===== src/rtl/multiplicador_sequencial_pkg.sv =====
// Shared definitions for the sequential shift-and-add multiplier:
// state encoding, operand width and number of add-and-shift steps.
package multiplicador_sequencial_pkg;

    localparam int WIDTH = 8;
    localparam int STEPS = 8;

    typedef enum logic [1:0] {
        IDLE = 2'd0,
        CALC = 2'd1,
        DONE = 2'd2
    } state_t;

endpackage


===== src/rtl/multiplicador_sequencial_adder.sv =====
// 8-bit ripple-carry adder: one half adder followed by seven full adders.
// The 9-bit sum carries the final carry-out in its top bit.
module multiplicador_sequencial_adder (
    input  logic [7:0] a,
    input  logic [7:0] b,
    output logic [8:0] s
);

    logic [7:0] c;

    assign s[0] = a[0] ^ b[0];
    assign c[0] = a[0] & b[0];

    for (genvar i = 1; i < 8; i++) begin : g_fa
        assign s[i] = a[i] ^ b[i] ^ c[i-1];
        assign c[i] = (a[i] & b[i]) | (c[i-1] & (a[i] ^ b[i]));
    end

    assign s[8] = c[7];

endmodule


===== src/rtl/multiplicador_sequencial.sv =====
// Sequential 8x8 unsigned multiplier, one add-and-shift step per clock.
// Define MULT_ZERO_BYPASS_EN to skip straight to DONE when an operand is zero.
module multiplicador_sequencial #(
    parameter int WIDTH = 8
) (
    input  logic                 clk,
    input  logic                 rst,
    input  logic                 start,
    input  logic [WIDTH-1:0]     a,
    input  logic [WIDTH-1:0]     b,
    output logic                 busy,
    output logic                 done,
    output logic [2*WIDTH-1:0]   p
);

    import multiplicador_sequencial_pkg::*;

    // Handshake: start is only looked at in IDLE; done is a one-cycle pulse
    // during which p is valid, and p then holds until the next accepted start.
    state_t             state;
    state_t             state_nxt;
    logic [WIDTH-1:0]   m_reg;
    logic [WIDTH-1:0]   q_reg;
    logic [WIDTH:0]     h_reg;
    logic [3:0]         count;
    logic [WIDTH:0]     sum;
    logic [WIDTH:0]     h_sel;
    logic [WIDTH:0]     h_shift;
    logic [WIDTH-1:0]   q_shift;
    logic               last_step;
    logic               zero_ops;

`ifdef MULT_ZERO_BYPASS_EN
    assign zero_ops = (a == '0) || (b == '0);
`else
    assign zero_ops = 1'b0;
`endif

    multiplicador_sequencial_adder u_adder (
        .a (h_reg[7:0]),
        .b (m_reg),
        .s (sum)
    );

    // h_reg[8] is always clear at the start of a step (it is shifted down
    // every cycle), so h_reg equals {1'b0, h_reg[7:0]} here.
    assign h_sel     = q_reg[0] ? sum : h_reg;
    assign h_shift   = {1'b0, h_sel[WIDTH:1]};
    assign q_shift   = {h_sel[0], q_reg[WIDTH-1:1]};
    assign last_step = (count == 4'(STEPS - 1));

    assign busy = (state == CALC);
    assign done = (state == DONE);

    always_comb begin
        state_nxt = state;
        case (state)
            IDLE:    if (start) state_nxt = zero_ops ? DONE : CALC;
            CALC:    if (last_step) state_nxt = DONE;
            DONE:    state_nxt = IDLE;
            default: state_nxt = IDLE;
        endcase
    end

    always_ff @(posedge clk) begin
        if (rst) begin
            state <= IDLE;
            m_reg <= '0;
            q_reg <= '0;
            h_reg <= '0;
            count <= '0;
            p     <= '0;
        end else begin
            state <= state_nxt;
            case (state)
                IDLE: begin
                    if (start) begin
                        m_reg <= a;
                        q_reg <= b;
                        h_reg <= '0;
                        count <= '0;
                        p     <= '0;
                    end
                end
                CALC: begin
                    h_reg <= h_shift;
                    q_reg <= q_shift;
                    count <= count + 4'd1;
                    if (last_step) p <= {h_shift[WIDTH-1:0], q_shift};
                end
                default: ;
            endcase
        end
    end

endmodule


===== config.mk =====
export PLATFORM = sky130hd
export DESIGN_NAME = multiplicador_sequencial
export DESIGN_NICKNAME = d
export VERILOG_FILES = /design/src/rtl/multiplicador_sequencial_pkg.sv /design/src/rtl/multiplicador_sequencial_adder.sv /design/src/rtl/multiplicador_sequencial.sv
export SDC_FILE = /design/constraint.sdc
export NUM_CORES = 1
export LEC_CHECK = 0
export ABC_CLOCK_PERIOD_IN_PS = 3800
export BUFFER_PORTS_ARGS = -buffer_cell sky130_fd_sc_hd__buf_2
export CAP_MARGIN = 30
export CORE_MARGIN = 1.5
export CORE_UTILIZATION = 25
export DETAILED_ROUTE_END_ITERATION = 12
export GPL_TIMING_DRIVEN = 1
export PLACE_DENSITY_LB_ADDON = 0.08
export SYNTH_ARGS = -nofsm -noshare
export SYNTH_HDL_FRONTEND = slang
export SYNTH_HIERARCHICAL = 1
export SYNTH_SLANG_ARGS = --single-unit

===== constraint.sdc =====
create_clock -name clk -period 3.8 [get_ports clk]
set_input_delay 0.19 -clock clk [delete_from_list [all_inputs] [get_ports clk]]
set_output_delay 0.19 -clock clk [all_outputs]
set_load 0.01 [all_outputs]

==> impl_metrics.yaml <==
yosys:
  syn_nets: 245
  synth.avg_cell_area_um2: 9.721
  synth_top_area_share: 0.4365
  synth_xor_area_frac: 0
  ys_seq_area_frac: 0.4365
  netlist_instances: 217
  yosys.area.top_type: "dfxtp_1"
  synth_seq_cells: 46
  yosys.area_share.adder: 0.07829
  muxShareOfSynthArea: 0.04745
  synthTopCellsByArea: "dfxtp_1 44%, fa_1 6.6%, a21oi_1 5.9%"
  synth_compound_area_frac: 0.2106
  synth-simple-area-share: 0.1560
  yosys.cell_types.count: 42
  ys_warn_count: 6
  synth_top_family_by_area: "compound AO/OA/AOI/OAI gates"
  syn-cell-area_um2: 2110
power_and_ir_drop:
  ir_drop_uv: 127.4
  leakage_nw: 0.9451
  p_sw_uw: 237.6
  p_seq_frac: 0.574
  powerDensity_nw_per_um2: 370.8
  p_int_uw: 650.5
  finalPower_uw: 888.1
  clockPowerShare: 0.331
  pwr-share-comb: 0.095
  switching_share: 0.2675
clock_tree:
  clkSlewWorstSetupHoldPaths_ps: 90
  clockRootBuffer: "clkbuf_8"
  ctsHoldBuffers: 0
  clock_latency_ps: 300
  htreeDepth: 2
  numClockSinks: 46
  cts_buffers: 5
  ctsResizeCount: 0
  cts_buffer_depth: 2
  cts_setup_buffers: 0
  cts_tree: "done"
critical_path:
  cp.arrival_ps: 3830
  required_ps: 4030
  critPathSlowestCell: "fa_1"
  cpMostUsedCell: "fa_1"
  cpPeakStageDelay_ps: 400
  path_class: "reg2reg"
  cp.buffers_inverters: 4
  cp_cell_sequence: "ha_1 > fa_1 > inv_1 > fa_1 > inv_1 > fa_1 > fa_2 > fa_1 > fa_1 > inv_1 > fa_1 > inv_1 > mux2_2 > a22oi_1 > nor2_1"
  crit_fanout: 3
  cp_top_family: "adder cells"
  crit_path_end_kind: "flip-flop"
  critPathLaunchType: "flip-flop"
global_route:
  grt_usage: 0.1212
  grt_max_degree: 42
  grt_pass1_wl_um: 8335
  grt_pass1_vias: 1610
  antenna_found_initial: 0
  globalRouteOverflowTotal: 0
min_path:
  hold_path.class: "in2reg"
floorplan:
  core_um2: 8175
  start_util: 0.2580
  die_y_um: 94.86
  die_area_um2: 8998
  io_pins: 37
  num_rows: 33
  dieWidth_um: 94.86
place:
  hpwl_um: 3335
  place_congestion: 0.6192
  pre_cts_slack_ps: 183.3
  port_buffers: 36
final_layout:
  final_util: 0.2929
  regMostFlops: "p"
  areaGrowthSynthToFinish_pct: 13.52
  n_antenna_cell: 0
  drive_gt1_frac: 0.2500
  num-nets-final: 272
  largest_reg_flops: 16
detailed_routing:
  drt-pass1-iter-count: 4
  drt_first_iter_violations: 66
  postRouteWirelength_um: 5072
  via_per_inst: 4.610
  num_vias: 1609
  wl_per_cell_um: 14.53
  ant_nets: 0
  drc: 0
sta:
  skew_ps: 10.67
  fin_crit_ps: 3601
  setup_tns_ps: 0
  fmax_mhz: 277.7
  tightest_slew_ps: 859.1
  slew_headroom: 0.4273
  min_period_over_period: 0.9476
  maxSlewViolCount: 0
  rsz0062_at_grt: "false"
  setup_viol: 0
  final_hold_viol_count: 0
  finalWorstSetupSlack_ps: 199.3
outcome:
  status: "complete, no violations"
job:
  drv_cap: 0
-- through the flow --
step / instances / hold slack (ps) / area (um2)
finish: 349 / 128.5 / 2395
CTS: 349 / 116.7 / 2392
floorplan: 217 / 326.0 / 2110
global route: 349 / 119.7 / 2395
global placement: 342 / 432.4 / 2312
detailed placement: 342 / 440.7 / 2312
-- synth_stat cells --
cell type,count
o31ai_4,1
a32o_1,7
a32oi_1,1
a21oi_2,1
or3_1,1
mux2_2,8
a22oi_1,14
nor3_1,1
buf_4,2
clkbuf_1,4
nand2_1,27
buf_8,1
a31oi_1,1
nand3_2,1
o211ai_2,1
buf_6,3
a21oi_1,25
mux2i_1,1
inv_1,10
fa_1,7
buf_2,6
o21ai_0,1
ha_1,2
nand2b_1,1
inv_2,1
or3b_1,1
o211ai_1,7
nand3b_1,2
and3_1,1
nor3b_4,1
a22o_1,1
nor3b_1,1
o21bai_2,1
and3b_1,1
a311oi_1,1
nor2b_1,1
and4b_2,1
nand2b_4,1
and2b_2,1
nor2_1,12
dfxtp_1,46
nand3_1,10
-- cells by family (layout without fill, tap and decap cells) --
family / after synthesis / in the layout
adders and majority gates: 9 / 9
DFF: 46 / 46
and+or+nand+nor: 64 / 64
AOI/OAI and AO/OA: 62 / 62
muxes: 9 / 9
buffers and inverters: 27 / 54
-- cell type report --
| cell class | instances | area (um2) |
|---|---|---|
| clock buffer | 6 | 72.57 |
| clock inverter | 1 | 7.507 |
| fill | 898 | 5781 |
| inverter | 11 | 41.29 |
| multi-input combinational | 144 | 1041 |
| sequential | 46 | 920.9 |
| tap | 105 | 131.4 |
| timing repair buffer | 36 | 180.2 |
-- cells in the final DEF, fill, tap and decap left out, types with 2 or more instances in the layout --
master / instances
o211ai_1: 7
clkbuf_8: 5
nand3_1: 10
inv_1: 10
nand3b_1: 2
nor2_1: 12
a32o_1: 7
mux2_2: 8
dfxtp_1: 46
a22oi_1: 14
nand2_1: 27
ha_1: 2
fa_1: 6
a21oi_1: 25
buf_2: 36
-- power groups by stage --
stage / Clock [mW] / Sequential (mW) / Combinational (mW)
after floorplan: 0 / 0.514 / 0.0717
after global placement: 0 / 0.522 / 0.0866
after detailed placement: 0 / 0.522 / 0.0848
after CTS: 0.312 / 0.510 / 0.0854
after global routing: 0.329 / 0.512 / 0.0956
final: 0.294 / 0.510 / 0.0840
-- worst register-to-register path: stages (launching register included) --
cell and delay (ps):
dfxtp_1 330, ha_1 210, fa_1 360, inv_1 80, fa_1 160, inv_1 50
fa_1 390, fa_2 350, fa_1 380, fa_1 360, inv_1 70, fa_1 400
inv_1 60, mux2_2 160, a22oi_1 60, nor2_1 120
-- routing by layer --
metal / up-vias / wire (um) / GRT usage
met1: 751 / 2642 / 0.1701
li1: 822 / - / -
met2: 31 / 2139 / 0.1827
met3: 5 / 224 / 0.02818
met4: 0 / 65 / 0.03731
met5: - / 0 / 0
-- final timing paths --
kind	start	endpoint	slack, ps	depth (start not counted)
worst max-delay path	h_reg[0]	h_reg[6]	200	15
worst min-delay path	a[3]	m_reg[3]	130	3
worst max register to register	h_reg[0]	h_reg[6]	200	15
worst min register to register	m_reg[2]	m_reg[2]	460	2
Power figures use the tool's default switching activity.
